File: src/rtl/nco_bank.sv
// NCH-channel phase-accumulator NCO bank (phase + offset, sweep, phase reset); outputs registered, acc-to-theta 1 cycle.
// Config valid/ready: cfg_ready drops for one cycle after each accepted write, so at most one write per 2 cycles.
module nco_bank #(
    parameter int NCH     = 4,
    parameter int ACC_W   = 64,
    parameter int THETA_W = 10,
    parameter int CH_W    = (NCH > 1) ? $clog2(NCH) : 1
) (
    input  logic                   clk,
    input  logic                   rst_n,
    input  logic                   cfg_valid,
    output logic                   cfg_ready,
    input  logic [CH_W-1:0]        cfg_ch,
    input  logic [1:0]             cfg_op,
    input  logic [ACC_W-1:0]       cfg_data,
    input  logic [NCH-1:0]         sweep_en,
    output logic [NCH*THETA_W-1:0] theta,
    output logic [NCH-1:0]         sq_out,
    output logic [NCH-1:0]         wrap
);
    localparam logic [1:0] OP_INC  = 2'b00;
    localparam logic [1:0] OP_OFF  = 2'b01;
    localparam logic [1:0] OP_STEP = 2'b10;

    logic cfg_ready_q;
    logic cfg_ready_d;
    logic xfer;

    assign xfer        = cfg_valid & cfg_ready_q;
    assign cfg_ready_d = ~xfer;
    assign cfg_ready   = cfg_ready_q;

    always_ff @(posedge clk) begin
        if (!rst_n) begin
            cfg_ready_q <= 1'b0;
        end else begin
            cfg_ready_q <= cfg_ready_d;
        end
    end

    for (genvar g = 0; g < NCH; g++) begin : g_ch
        logic [ACC_W-1:0]   acc_q, acc_d;
        logic [ACC_W-1:0]   inc_q, inc_d;
        logic [ACC_W-1:0]   off_q, off_d;
        logic [ACC_W-1:0]   step_q, step_d;
        logic [ACC_W:0]     sum;
        logic [THETA_W-1:0] theta_q, theta_d;
        logic               sq_q;
        logic               wrap_q, wrap_d;
        logic               hit;

        // Out-of-range channel indices match no instance, so they are accepted but inert.
        assign hit = xfer && (cfg_ch == CH_W'(g));
        assign sum = {1'b0, acc_q} + {1'b0, inc_q};
        // Output phase uses the accumulator value before this edge's update.
        assign theta_d = THETA_W'((acc_q + off_q) >> (ACC_W - THETA_W));

        always_comb begin
            acc_d  = sum[ACC_W-1:0];
            wrap_d = sum[ACC_W];
            inc_d  = sweep_en[g] ? inc_q + step_q : inc_q;
            off_d  = off_q;
            step_d = step_q;
            if (hit) begin
                case (cfg_op)
                    OP_INC:  inc_d  = cfg_data;
                    OP_OFF:  off_d  = cfg_data;
                    OP_STEP: step_d = cfg_data;
                    default: begin
                        acc_d  = '0;
                        wrap_d = 1'b0;
                    end
                endcase
            end
        end

        always_ff @(posedge clk) begin
            if (!rst_n) begin
                acc_q   <= '0;
                inc_q   <= '0;
                off_q   <= '0;
                step_q  <= '0;
                theta_q <= '0;
                sq_q    <= 1'b0;
                wrap_q  <= 1'b0;
            end else begin
                acc_q   <= acc_d;
                inc_q   <= inc_d;
                off_q   <= off_d;
                step_q  <= step_d;
                theta_q <= theta_d;
                sq_q    <= theta_d[THETA_W-1];
                wrap_q  <= wrap_d;
            end
        end

        assign theta[g*THETA_W +: THETA_W] = theta_q;
        assign sq_out[g]                   = sq_q;
        assign wrap[g]                     = wrap_q;
    end
endmodule
File: config.mk
export PLATFORM = sky130hd
export DESIGN_NAME = nco_bank
export DESIGN_NICKNAME = d
export VERILOG_FILES = /design/src/rtl/nco_bank.sv
export SDC_FILE = /design/constraint.sdc
export NUM_CORES = 2
export LEC_CHECK = 0
export CAP_MARGIN = 40
export CORE_UTILIZATION = 55
export DETAILED_ROUTE_END_ITERATION = 10
export PLACE_DENSITY = 0.72
export SLEW_MARGIN = 20
export SYNTH_ARGS = -nofsm -noshare
export SYNTH_HDL_FRONTEND = slang
export SYNTH_SLANG_ARGS = --single-unit
export TNS_END_PERCENT = 5
File: constraint.sdc
create_clock -name clk -period 9.5 [get_ports clk]
set_input_delay 2.85 -clock clk [delete_from_list [all_inputs] [get_ports clk]]
set_output_delay 2.85 -clock clk [all_outputs]
set_load 0.05 [all_outputs]
==> results.yml <==
run_status:
  outcome: "completed"
worst_setup_path:
  end_kind: "register"
  critPathArrivalTime_ns: 6.06
  path_max_fanout: 58
  required_ns: 10.11
  rr_endpoint: "g_ch[0].wrap_q$_SDFF_PN0_"
  cp-start-kind: "input port"
  ff2ff_setup_slack_ns: 4.79
  r2r_cells: 15
  worst-setup-path-type: "input port to register"
  r2r_start: "g_ch[0].inc_q[0]$_SDFF_PN0_"
timing:
  setup_viol: 0
  finClkSkew_ns: 0.0372
  max_freq_ghz: 0.184
  tightest_slew_ns: 1.02
  slew_headroom_pct: 32.2
  tns_ns: 0
  layout_min_cycle_time_ns: 5.45
  maxSlewViolCount: 0
  hold_viol: 0
  min_period_over_period_pct: 57.3
  rsz0062_at_grt: "false"
clock_network:
  post-cts-setup-buffers: 0
  root_buffer: "clkbuf_16"
  clk_pin_slew_ns: 0.06
  cts_resized: 0
  cts_buffers: 121
  clockBufferDepth: 3
  cts.sinks: 1069
  cts_tree: "built"
  clk_latency_ns: 0.78
  hold_buffers: 0
  h-tree-depth: 3
logic_synthesis:
  netlist_instances: 9573
  synth_top_area_share_pct: 29.3
  synth.largest_area_cell: "dfxtp_1"
  ys_seq_area_share_pct: 29.3
  synthTopCellsByArea: "dfxtp_1 29%, ha_1 13%, a21oi_1 9.3%, nand2_1 8.0%, a21o_1 5.1%"
  synth-main-ff-cell: "dfxtp_1"
  ys_ff_latch: 1069
  synth.distinct_cells: 90
  avgSynthCellArea_um2: 7.63
  yosys_warnings: 0
  synth_edf_count: 0
  syn_area_um2: 73000
  syn_nets: 10400
  synthArstFlopShare_pct: 0
floorplanning:
  num_io_pins: 124
  rows: 133
  initial_core_util_pct: 55.5
  coreArea_um2: 132000
  die_h_um: 366
  dieArea_um2: 134000
  fp.dieW_um: 366
hold_path:
  hold_path_end: "g_ch[2].off_q[22]$_SDFFE_PN0P_"
  min_from: "g_ch[2].off_q[22]$_SDFFE_PN0P_"
  hp-class: "register to register"
  hold_depth: 2
power:
  p_per_area_nw_per_um2: 136
  p_switching_w: 0.00284
  netSwitchingFraction_pct: 26.3
  p_clk_share_pct: 47.6
  pwr-share-comb_pct: 9.3
  cellLeakagePower_nw: 35.3
  p_int_w: 0.00797
  power_frac_seq_pct: 43.1
  max-vdd-ir-drop_mv: 0.157
grt:
  grt_pass1_vias: 65100
  grtUsageTotal_pct: 35.4
  antenna_found_initial: 15
  grt_max_degree: 176
  grt_pass1_wl_um: 376000
  overflow: 0
routing:
  drt_iter0_markers: 6876
  wl_per_cell_um: 22.1
  ant_nets: 0
  vias_per_cell: 6.29
  wl_um: 248000
  num_vias: 70500
  firstDrtPassIters: 7
  drcViolationCount: 0
layout:
  final_core_util_pct: 60.5
  final_common_cell: "nand2_1"
  seq_area_um2: 21400
  layout_common_cells: "1,546 x nand2_1, 1,356 x a21oi_1, 1,069 x dfxtp_1"
  fill_cells: 12000
  nets: 10200
  multi_input_area_um2: 48900
  drive_gt1_share_pct: 4.56
  area_growth_pct: 9.10
placement:
  hpwl_um: 175000
  gp_congestion: 0.960
  numPortBuffers: 123
job:
  drv_cap: 0
==> critical path: stages <==
cell,delay (ns)
clkdlybuf4s50_1,0.76
nand2_1,0.20
nor3_1,0.56
nand2_2,0.63
buf_4,0.54
and3_1,0.27
a21oi_1,0.11
o22ai_1,0.09
==> how the worst max path moves through the flow <==
| stage | slack, ns | startpoint | endpoint |
|---|---|---|---|
| floorplan | 4.99 | cfg_valid | g_ch[0].inc_q[12]$_SDFF_PN0_ |
| global placement | 3.47 | cfg_valid | g_ch[0].inc_q[52]$_SDFF_PN0_ |
| detailed placement | 3.44 | cfg_valid | g_ch[0].inc_q[52]$_SDFF_PN0_ |
| CTS | 4.22 | cfg_valid | g_ch[0].inc_q[52]$_SDFF_PN0_ |
| global route | 4.00 | cfg_valid | g_ch[0].inc_q[52]$_SDFF_PN0_ |
| finish | 4.06 | cfg_valid | g_ch[0].inc_q[52]$_SDFF_PN0_ |
==> cells by family after synthesis <==
| group | share of synthesized area [%] |
|---|---|
| flops | 29.3 |
| xor+xnor | 5.69 |
| simple gates | 18.9 |
| buf+inv | 3.94 |
| compound gates | 27.5 |
| mux | 1.50 |
| fa+ha+maj | 13.2 |
==> stage by stage <==
stage	cells	hold slack (ns)	area (um2)	setup slack, ns	power, W
after floorplan	9573	0.437	73000	4.99	0.00535
after global placement	10900	0.445	74800	3.47	0.00569
after detailed placement	11000	0.452	75200	3.44	0.00572
after CTS	11200	0.460	79500	4.22	0.0108
after global routing	11200	0.471	79600	4.00	0.0111
final	11200	0.458	79600	4.06	0.0108
==> synthesized netlist by cell type, drive strengths merged (30+ instances only) <==
master,instances
inv,175
a21boi,32
buf,37
nand3,144
nor2,777
a21o,495
and3,90
a221oi,42
or3,30
o21bai,119
ha,756
xor2,185
o31ai,43
a21oi,1356
dfxtp,1069
o21a,70
mux2i,106
nand4,167
a211oi,190
a31oi,97
xnor2,289
o211ai,56
nand2b,58
clkbuf,537
nor2b,65
a211o,33
and2,48
o21ai,486
nand2,1555
nor3,114
==> per-layer routing <==
| layer | wire length, um | vias up | part of all wire [%] | track usage, % |
|---|---|---|---|---|
| li1 | - | 33900 | - | - |
| met1 | 108000 | 33400 | 44 | 48.3 |
| met2 | 106000 | 2708 | 43 | 54.5 |
| met3 | 21500 | 524 | 8.7 | 5.93 |
| met4 | 12300 | 6 | 5.0 | 16.4 |
| met5 | 38 | - | 0.015 | 0 |
==> final cells by class <==
| type | count | area share, % |
|---|---|---|
| Inverter | 176 | 0.839 |
| Sequential cell | 1069 | 26.9 |
| Multi-Input combinational cell | 7754 | 61.4 |
| Antenna cell | 3 | 0.00943 |
| Clock buffer | 173 | 4.53 |
| Clock inverter | 51 | 0.938 |
| Timing Repair Buffer | 227 | 2.66 |
| Tap cell | 1755 | 2.76 |
==> sequential cells by signal (all words and copies together), names as in the netlist <==
register,flops
cfg_ready,1
g_ch.acc_q,256
g_ch.inc_q,256
g_ch.off_q,256
g_ch.step_q,256
g_ch.theta_q,40
g_ch.wrap_q,4
==> power groups by stage <==
stage / Clock (W) / Combinational [W] / Sequential [W]
global route: 0.00538 / 0.00107 / 0.00466
CTS: 0.00519 / 0.000976 / 0.00465
detailed placement: 0 / 0.000970 / 0.00475
global placement: 0 / 0.000942 / 0.00475
finish: 0.00515 / 0.00100 / 0.00466
floorplan: 0 / 0.000608 / 0.00474
(Power assumes the default switching activity.)
